--- config.mk ---
export PLATFORM = sky130hd
export DESIGN_NAME = waveform_readback
export DESIGN_NICKNAME = d
export VERILOG_FILES = /design/src/rtl/waveform_readback_pkg.sv /design/src/rtl/waveform_readback_fifo.sv /design/src/rtl/waveform_readback.sv
export SDC_FILE = /design/constraint.sdc
export NUM_CORES = 2
export LEC_CHECK = 0
export CELL_PAD_IN_SITES_DETAIL_PLACEMENT = 0
export CELL_PAD_IN_SITES_GLOBAL_PLACEMENT = 1
export CORE_ASPECT_RATIO = 1.75
export CORE_UTILIZATION = 30
export DETAILED_ROUTE_END_ITERATION = 8
export PLACE_DENSITY = 0.49
export RECOVER_POWER = 100
export SLEW_MARGIN = 20
export SYNTH_ARGS = -nofsm -noshare
export SYNTH_HDL_FRONTEND = slang
export SYNTH_MEMORY_MAX_BITS = 65536
export SYNTH_SLANG_ARGS = --single-unit
--- constraint.sdc ---
create_clock -name clk -period 13.4 [get_ports clk]
set_clock_uncertainty 0.05 [all_clocks]
set_input_delay 1.34 -clock clk [delete_from_list [all_inputs] [get_ports clk]]
set_output_delay 1.34 -clock clk [all_outputs]
set_load 0.05 [all_outputs]
--- src/rtl/waveform_readback_pkg.sv ---
// Shared AXI encodings and the acquisition state encoding (common with the
// recorder so status readback decodes the same way in both blocks).
package waveform_readback_pkg;

  localparam logic [1:0] BURST_INCR  = 2'b01;
  localparam logic [1:0] RESP_OKAY   = 2'b00;
  localparam logic [1:0] RESP_SLVERR = 2'b10;
  localparam logic [1:0] RESP_DECERR = 2'b11;

  typedef enum logic [2:0] {
    ST_IDLE   = 3'd0,
    ST_WAIT   = 3'd1,
    ST_ADDR   = 3'd2,
    ST_DATA   = 3'd3,
    ST_FINISH = 3'd4,
    ST_FLUSH  = 3'd5
  } state_t;

endpackage

--- src/rtl/waveform_readback_fifo.sv ---
// FWFT FIFO with free-word count and single-cycle flush; a pushed word is
// visible on the next cycle, and rd only pops while valid is high.
module waveform_readback_fifo #(
  parameter int WIDTH = 129,
  parameter int DEPTH = 32
) (
  input  logic                       clk,
  input  logic                       resetN,
  input  logic                       wr,
  input  logic [WIDTH-1:0]           wdata,
  input  logic                       rd,
  input  logic                       flush,
  output logic [WIDTH-1:0]           rdata,
  output logic                       valid,
  output logic [$clog2(DEPTH+1)-1:0] free
);

  localparam int PW = $clog2(DEPTH);
  localparam logic [PW:0] DEPTH_L = (PW+1)'(DEPTH);

  logic [WIDTH-1:0] mem [DEPTH];
  logic [PW:0]      wr_ptr, rd_ptr, count;
  logic             full;

  assign count = wr_ptr - rd_ptr;
  assign valid = count != '0;
  assign full  = count == DEPTH_L;
  assign free  = DEPTH_L - count;
  assign rdata = mem[rd_ptr[PW-1:0]];

  always_ff @(posedge clk) begin
    if (wr && !full) mem[wr_ptr[PW-1:0]] <= wdata;
  end

  always_ff @(posedge clk or negedge resetN) begin
    if (!resetN) begin
      wr_ptr <= '0;
      rd_ptr <= '0;
    end else if (flush) begin
      rd_ptr <= wr_ptr;
    end else begin
      if (wr && !full) wr_ptr <= wr_ptr + 1'b1;
      if (rd && valid) rd_ptr <= rd_ptr + 1'b1;
    end
  end

endmodule

--- src/rtl/waveform_readback.sv ---
// AXI4 read master streaming a wrapped waveform window out of the acquisition
// buffer; R beat to m_valid is 1 cycle, and bursts are only issued with a full burst of FIFO space.
module waveform_readback
  import waveform_readback_pkg::*;
#(
  parameter int AXI_ADDR_WIDTH = 32,
  parameter int AXI_DATA_WIDTH = 128,
  parameter int ACQ_CAPACITY   = 1 << 23,
  parameter int BURST_LEN      = 8,
  parameter int FIFO_CAPACITY  = 32
) (
  input  logic                              clk,
  input  logic                              resetN,
  input  logic                              start,
  input  logic                              abort,
  input  logic [AXI_ADDR_WIDTH-1:0]         base,
  input  logic [$clog2(ACQ_CAPACITY)-1:0]   startWord,
  input  logic [$clog2(ACQ_CAPACITY+1)-1:0] wordCount,
  output logic                              busy,
  output logic                              done,
  output logic                              rrespErr,
  output logic [1:0]                        rresp,
  output logic [AXI_ADDR_WIDTH-1:0]         axi_ARADDR,
  output logic [7:0]                        axi_ARLEN,
  output logic [2:0]                        axi_ARSIZE,
  output logic [1:0]                        axi_ARBURST,
  output logic                              axi_ARVALID,
  input  logic                              axi_ARREADY,
  input  logic [AXI_DATA_WIDTH-1:0]         axi_RDATA,
  input  logic [1:0]                        axi_RRESP,
  input  logic                              axi_RLAST,
  input  logic                              axi_RVALID,
  output logic                              axi_RREADY,
  output logic [AXI_DATA_WIDTH-1:0]         m_data,
  output logic                              m_valid,
  output logic                              m_last,
  input  logic                              m_ready
);

  localparam int RA_W    = $clog2(ACQ_CAPACITY);
  localparam int CNT_W   = $clog2(ACQ_CAPACITY+1);
  localparam int LEN_W   = $clog2(BURST_LEN+1);
  localparam int BYTE_SH = $clog2(AXI_DATA_WIDTH/8);
  localparam int FREE_W  = $clog2(FIFO_CAPACITY+1);
  localparam logic [AXI_ADDR_WIDTH-1:0] LOW_MASK =
    (AXI_ADDR_WIDTH'(1) << (RA_W + BYTE_SH)) - AXI_ADDR_WIDTH'(1);

  state_t                    state;
  logic [RA_W-1:0]           read_addr;
  logic [CNT_W-1:0]          left;
  logic [LEN_W-1:0]          cur_len, room, next_len;
  logic [AXI_ADDR_WIDTH-1:0] base_q, next_araddr;
  logic                      abort_pend, push, beat_err, beat_last, flush, fifo_valid;
  logic [FREE_W-1:0]         free;
  logic [AXI_DATA_WIDTH:0]   fifo_out;

  assign axi_ARSIZE  = 3'(BYTE_SH);
  assign axi_ARBURST = BURST_INCR;
  assign axi_RREADY  = state != ST_IDLE;
  assign m_valid     = fifo_valid;
  assign m_data      = fifo_out[AXI_DATA_WIDTH-1:0];
  assign m_last      = fifo_valid && fifo_out[AXI_DATA_WIDTH];

  // Bursts stop at the next BURST_LEN boundary, so none crosses a 4 KB page or the buffer end.
  always_comb begin
    room        = LEN_W'(BURST_LEN - 32'(read_addr) % BURST_LEN);
    next_len    = (left < CNT_W'(room)) ? left[LEN_W-1:0] : room;
    next_araddr = (base_q & ~LOW_MASK) | (AXI_ADDR_WIDTH'(read_addr) << BYTE_SH);
    beat_err    = axi_RRESP != RESP_OKAY;
    push        = (state == ST_DATA) && axi_RVALID && !abort_pend && !abort;
    beat_last   = axi_RLAST && (left == '0) && !rrespErr && !beat_err;
    flush       = state == ST_FLUSH;
  end

  always_ff @(posedge clk or negedge resetN) begin
    if (!resetN) begin
      state       <= ST_IDLE;
      read_addr   <= '0;
      left        <= '0;
      cur_len     <= '0;
      base_q      <= '0;
      abort_pend  <= 1'b0;
      busy        <= 1'b0;
      done        <= 1'b0;
      rrespErr    <= 1'b0;
      rresp       <= RESP_OKAY;
      axi_ARVALID <= 1'b0;
      axi_ARADDR  <= '0;
      axi_ARLEN   <= '0;
    end else begin
      done <= 1'b0;
      case (state)
        ST_IDLE: begin
          if (start && !abort) begin
            read_addr  <= startWord;
            left       <= wordCount;
            base_q     <= base;
            rrespErr   <= 1'b0;
            rresp      <= RESP_OKAY;
            abort_pend <= 1'b0;
            if (wordCount == '0) begin
              done <= 1'b1;
            end else begin
              busy  <= 1'b1;
              state <= ST_WAIT;
            end
          end
        end
        ST_WAIT: begin
          if (abort) begin
            state <= ST_FLUSH;
          end else if (free >= FREE_W'(BURST_LEN)) begin
            cur_len     <= next_len;
            axi_ARLEN   <= 8'(next_len - 1'b1);
            axi_ARADDR  <= next_araddr;
            axi_ARVALID <= 1'b1;
            state       <= ST_ADDR;
          end
        end
        ST_ADDR: begin
          if (abort) abort_pend <= 1'b1;
          if (axi_ARREADY) begin
            axi_ARVALID <= 1'b0;
            read_addr   <= read_addr + RA_W'(cur_len);
            left        <= left - CNT_W'(cur_len);
            state       <= ST_DATA;
          end
        end
        ST_DATA: begin
          if (abort) abort_pend <= 1'b1;
          if (axi_RVALID) begin
            if (beat_err && !rrespErr) begin
              rrespErr <= 1'b1;
              rresp    <= axi_RRESP;
            end
            if (axi_RLAST) begin
              if (abort_pend || abort)                     state <= ST_FLUSH;
              else if (rrespErr || beat_err || left == '0) state <= ST_FINISH;
              else                                         state <= ST_WAIT;
            end
          end
        end
        ST_FINISH: begin
          if (abort) begin
            state <= ST_FLUSH;
          end else if (!fifo_valid) begin
            done  <= 1'b1;
            busy  <= 1'b0;
            state <= ST_IDLE;
          end
        end
        ST_FLUSH: begin
          done       <= 1'b1;
          busy       <= 1'b0;
          abort_pend <= 1'b0;
          state      <= ST_IDLE;
        end
        default: state <= ST_IDLE;
      endcase
    end
  end

  waveform_readback_fifo #(
    .WIDTH(AXI_DATA_WIDTH + 1),
    .DEPTH(FIFO_CAPACITY)
  ) u_fifo (
    .clk   (clk),
    .resetN(resetN),
    .wr    (push),
    .wdata ({beat_last, axi_RDATA}),
    .rd    (m_ready),
    .flush (flush),
    .rdata (fifo_out),
    .valid (fifo_valid),
    .free  (free)
  );

endmodule

==> impl_metrics.tcl <==
set metrics [dict create \
    outcome "finished with violations" \
    violations "max-capacitance violations, max-slew violations" \
    period_minus_slack_ns 10.87 \
    grt_usage 0.172 \
    cts_hold_buf 0 \
    antenna_found_initial 90 \
    core.rowCount 357 \
    h-tree-depth 5 \
    async_reset_ff_frac 0.0262 \
    maxSlewHeadroom -1.90 \
    cts_buffer_depth 4 \
    ys_seq_area_frac 0.780 \
    cp_cell_sequence "inv_4 -> ha_1 -> o221ai_1 -> a21o_1 -> o2111ai_1 -> nor3b_1 -> nand2_1 -> nor2_1 -> buf_4 -> clkbuf_1" \
    vias_per_cell 5.05 \
    setup-tns-final_ns 0 \
    r2r_slack_ns 2.53 \
    final_core_util 0.347 \
    synth_area_um2 162000 \
    drive_above_1_share 0.258 \
    p_int_uw 26000 \
    synth.area.top_cells "edfxtp_1, mux4_2, dfrtp_1" \
    cts_resized 0 \
    grt_max_degree 101 \
    sw_frac_of_total 0.328 \
    endpoint "u_fifo.mem[17][34]$_DFFE_PP_" \
    path_max_fanout 36 \
    start_util 0.301 \
    p_sw_uw 12700 \
    worst_slew_pin_slew_ns 4.35 \
    post-route-period-util 0.812 \
    synthFlopType "edfxtp_1" \
    cp-startpoint "u_fifo.rd_ptr[3]$_DFFE_PN0P_" \
    tritoncts "done" \
    dr.pass1.iters 5 \
    layoutNonFillerInstCount 15000 \
    busiest_layer "met2" \
    combPwrFrac 0.325 \
    vias 75900 \
    gp_congestion 0.735 \
    die_h_um 975 \
    ir_drop_uv 229 \
    io_buffers 362 \
    dp.cells 14300 \
    reg2reg_depth 10 \
    path_class "reg -> reg" \
    p_per_area_nw_per_um2 207 \
    slew_violations 2229 \
    timing.rr.start "u_fifo.rd_ptr[3]$_DFFE_PN0P_" \
    grtUsageMet1 0.223 \
    insertion_delay_ns 0.99 \
    io_pins 399 \
    mostFrequentLayoutCell "edfxtp_1" \
    syn_to_final_growth_pct 15.4 \
    nets 7726 \
    drt-initial-drc-count 6833 \
    totalWireLength_mm 473 \
    setup_viol 0 \
    synth_cell_types 71 \
    worstPathRequired_ns 13.77 \
    core_um2 540000 \
    synth.avg_cell_area_um2 23.6 \
    place_hpwl_mm 240 \
    clk_pin_slew_ns 0.07 \
    final_antenna_net_count 0 \
    cts_buffers 401 \
    crit_arrival_ns 11.24 \
    use_met2 0.304 \
    wl_per_cell_um 31.5 \
    finalHoldViolCount 0 \
    rsz0062_at_grt "no" \
    startpoint_type "flop" \
    grt_pass1_wl_mm 652 \
    pwr-share-clk 0.286 \
    ys_ff_latch 4239 \
    synth_edf_count 4128 \
    timing.rr.end "u_fifo.mem[17][34]$_DFFE_PP_" \
    seqPwrFrac 0.389 \
    postCtsSetupRepairBufs 0 \
    hold_ws_ns 0.433 \
    grt-ovfl-total 0 \
    fmax_mhz 92.0 \
    grtUsageMet3 0.0244 \
    synth_top_area_share 0.763 \
    maxCapViolations 75 \
    power.leakage_uw 0.0575 \
    grt_pass1_vias 80800 \
    drc 0 \
    final_cell_mix "edfxtp_1, mux4_2, nand2_1" \
    slowest_stage "clkbuf_1" \
    yosysTopAreaCell "edfxtp_1" \
    cts-root-buf "clkbuf_16" \
    endpoint_kind "flop" \
    min_path_type "reg -> reg" \
    max_stage_delay_ns 2.81 \
    syn_inst 6889 \
    dieArea_um2 545000 \
    ys_warn_count 0 \
    cts.sinks 4239 \
    dieWidth_um 558 \
]
through the flow:
| stage | power (µW) | worst slack (ns) | area, µm² |
|---|---|---|---|
| 2_1_floorplan | 24000 | 4.02 | 162000 |
| 3_3_place_gp | 28500 | 5.56 | 175000 |
| 3_5_place_dp | 28500 | 5.53 | 176000 |
| 4_1_cts | 39600 | 4.49 | 188000 |
| 5_1_grt | 40400 | 2.13 | 187000 |
| 6_report | 38800 | 2.53 | 187000 |
state kept, by name, summed over array words and instances (netlist names):
register	cells
axi_ARADDR	28
busy	1
cur_len	4
axi_ARVALID	1
left	24
rresp	2
abort_pend	1
u_fifo.wr_ptr	6
state	3
rrespErr	1
base_q	5
u_fifo.rd_ptr	6
done	1
axi_ARLEN	5
u_fifo.mem	4128
read_addr	23
metal layers:
layer,routed length (µm),up-vias,part of all wire
met5,213,-,0.00045
met4,9420,36,0.020
met3,23700,594,0.050
met2,245000,2081,0.52
met1,195000,42600,0.41
li1,-,30500,-
cell usage after synthesis (5+ instances only):
library cell	instances
o32ai_1	6
clkbuf_1	245
nor2b_1	8
nor3_1	21
o21ai_0	55
ha_1	23
a21o_1	5
or3_1	9
mux4_2	1290
buf_2	80
buf_1	26
edfxtp_1	4128
o22ai_1	18
nand2_1	456
o21a_1	5
a21oi_1	83
o31ai_1	5
xnor2_1	14
a31oi_1	8
a211oi_1	6
nor4_1	9
mux2_2	31
nor2_1	94
inv_1	30
nand3_1	17
buf_4	13
or4_1	7
nand4_1	7
dfrtp_1	111
and3_1	7
worst min-delay path by stage:
| stage | cells past startpoint | slack [ns] | start | endpoint |
|---|---|---|---|---|
| final | 2 | 0.43 | axi_ARADDR[5]$_DFFE_PN0P_ | axi_ARADDR[5]$_DFFE_PN0P_ |
| after CTS | 1 | 0.23 | resetN | axi_ARADDR[19]$_DFFE_PN0P_ |
| after global routing | 2 | 0.46 | axi_ARADDR[4]$_DFFE_PN0P_ | axi_ARADDR[4]$_DFFE_PN0P_ |
| after detailed placement | 2 | 0.43 | axi_ARADDR[4]$_DFFE_PN0P_ | axi_ARADDR[4]$_DFFE_PN0P_ |
| after floorplan | 2 | 0.42 | read_addr[3]$_DFFE_PN0P_ | read_addr[3]$_DFFE_PN0P_ |
| after global placement | 2 | 0.43 | axi_ARADDR[22]$_DFFE_PN0P_ | axi_ARADDR[22]$_DFFE_PN0P_ |
cell families (layout without fill, tap and decap cells):
kind of cell             after synthesis  count (layout)  share of synthesized area
adder cells (fa/ha/maj)               26              26                    0.00214
flip-flops                          4239            4239                      0.780
XOR/XNOR                              18              18                   0.000971
multiplexers                        1325            1325                      0.181
buffers and inverters                396            1312                     0.0101
AO/OA/AOI/OAI                        219             219                    0.00802
AND/OR/NAND/NOR                      664             664                     0.0172
other                                  2              48                  0.0000462
power by group through the flow:
stage	Clock [µW]	Combinational (µW)	Sequential (µW)
2_1_floorplan	0	8610	15400
6_report	11100	12600	15100
3_5_place_dp	0	13100	15400
3_3_place_gp	0	13100	15400
5_1_grt	11800	13500	15100
4_1_cts	11400	13200	15100
final cells by class:
class | count | area (µm²)
fill | 50300 | 352000
antenna | 39 | 97.6
inverter | 31 | 134
sequential | 4239 | 127000
clock buffer | 501 | 10500
multi-input combinational | 2261 | 34100
clock inverter | 231 | 2010
tap | 7180 | 8980
timing repair buffer | 549 | 4870
critical path: cells and delay by family, from the launching register on:
| kind | cells | cell delay (ns) |
|---|---|---|
| flip-flops | 1 | 2.25 |
| AO/OA/AOI/OAI | 3 | 0.71 |
| buffers and inverters | 3 | 4.35 |
| AND/OR/NAND/NOR | 3 | 2.07 |
| adder cells (fa/ha/maj) | 1 | 0.66 |
Power figures use the tool's default switching activity.
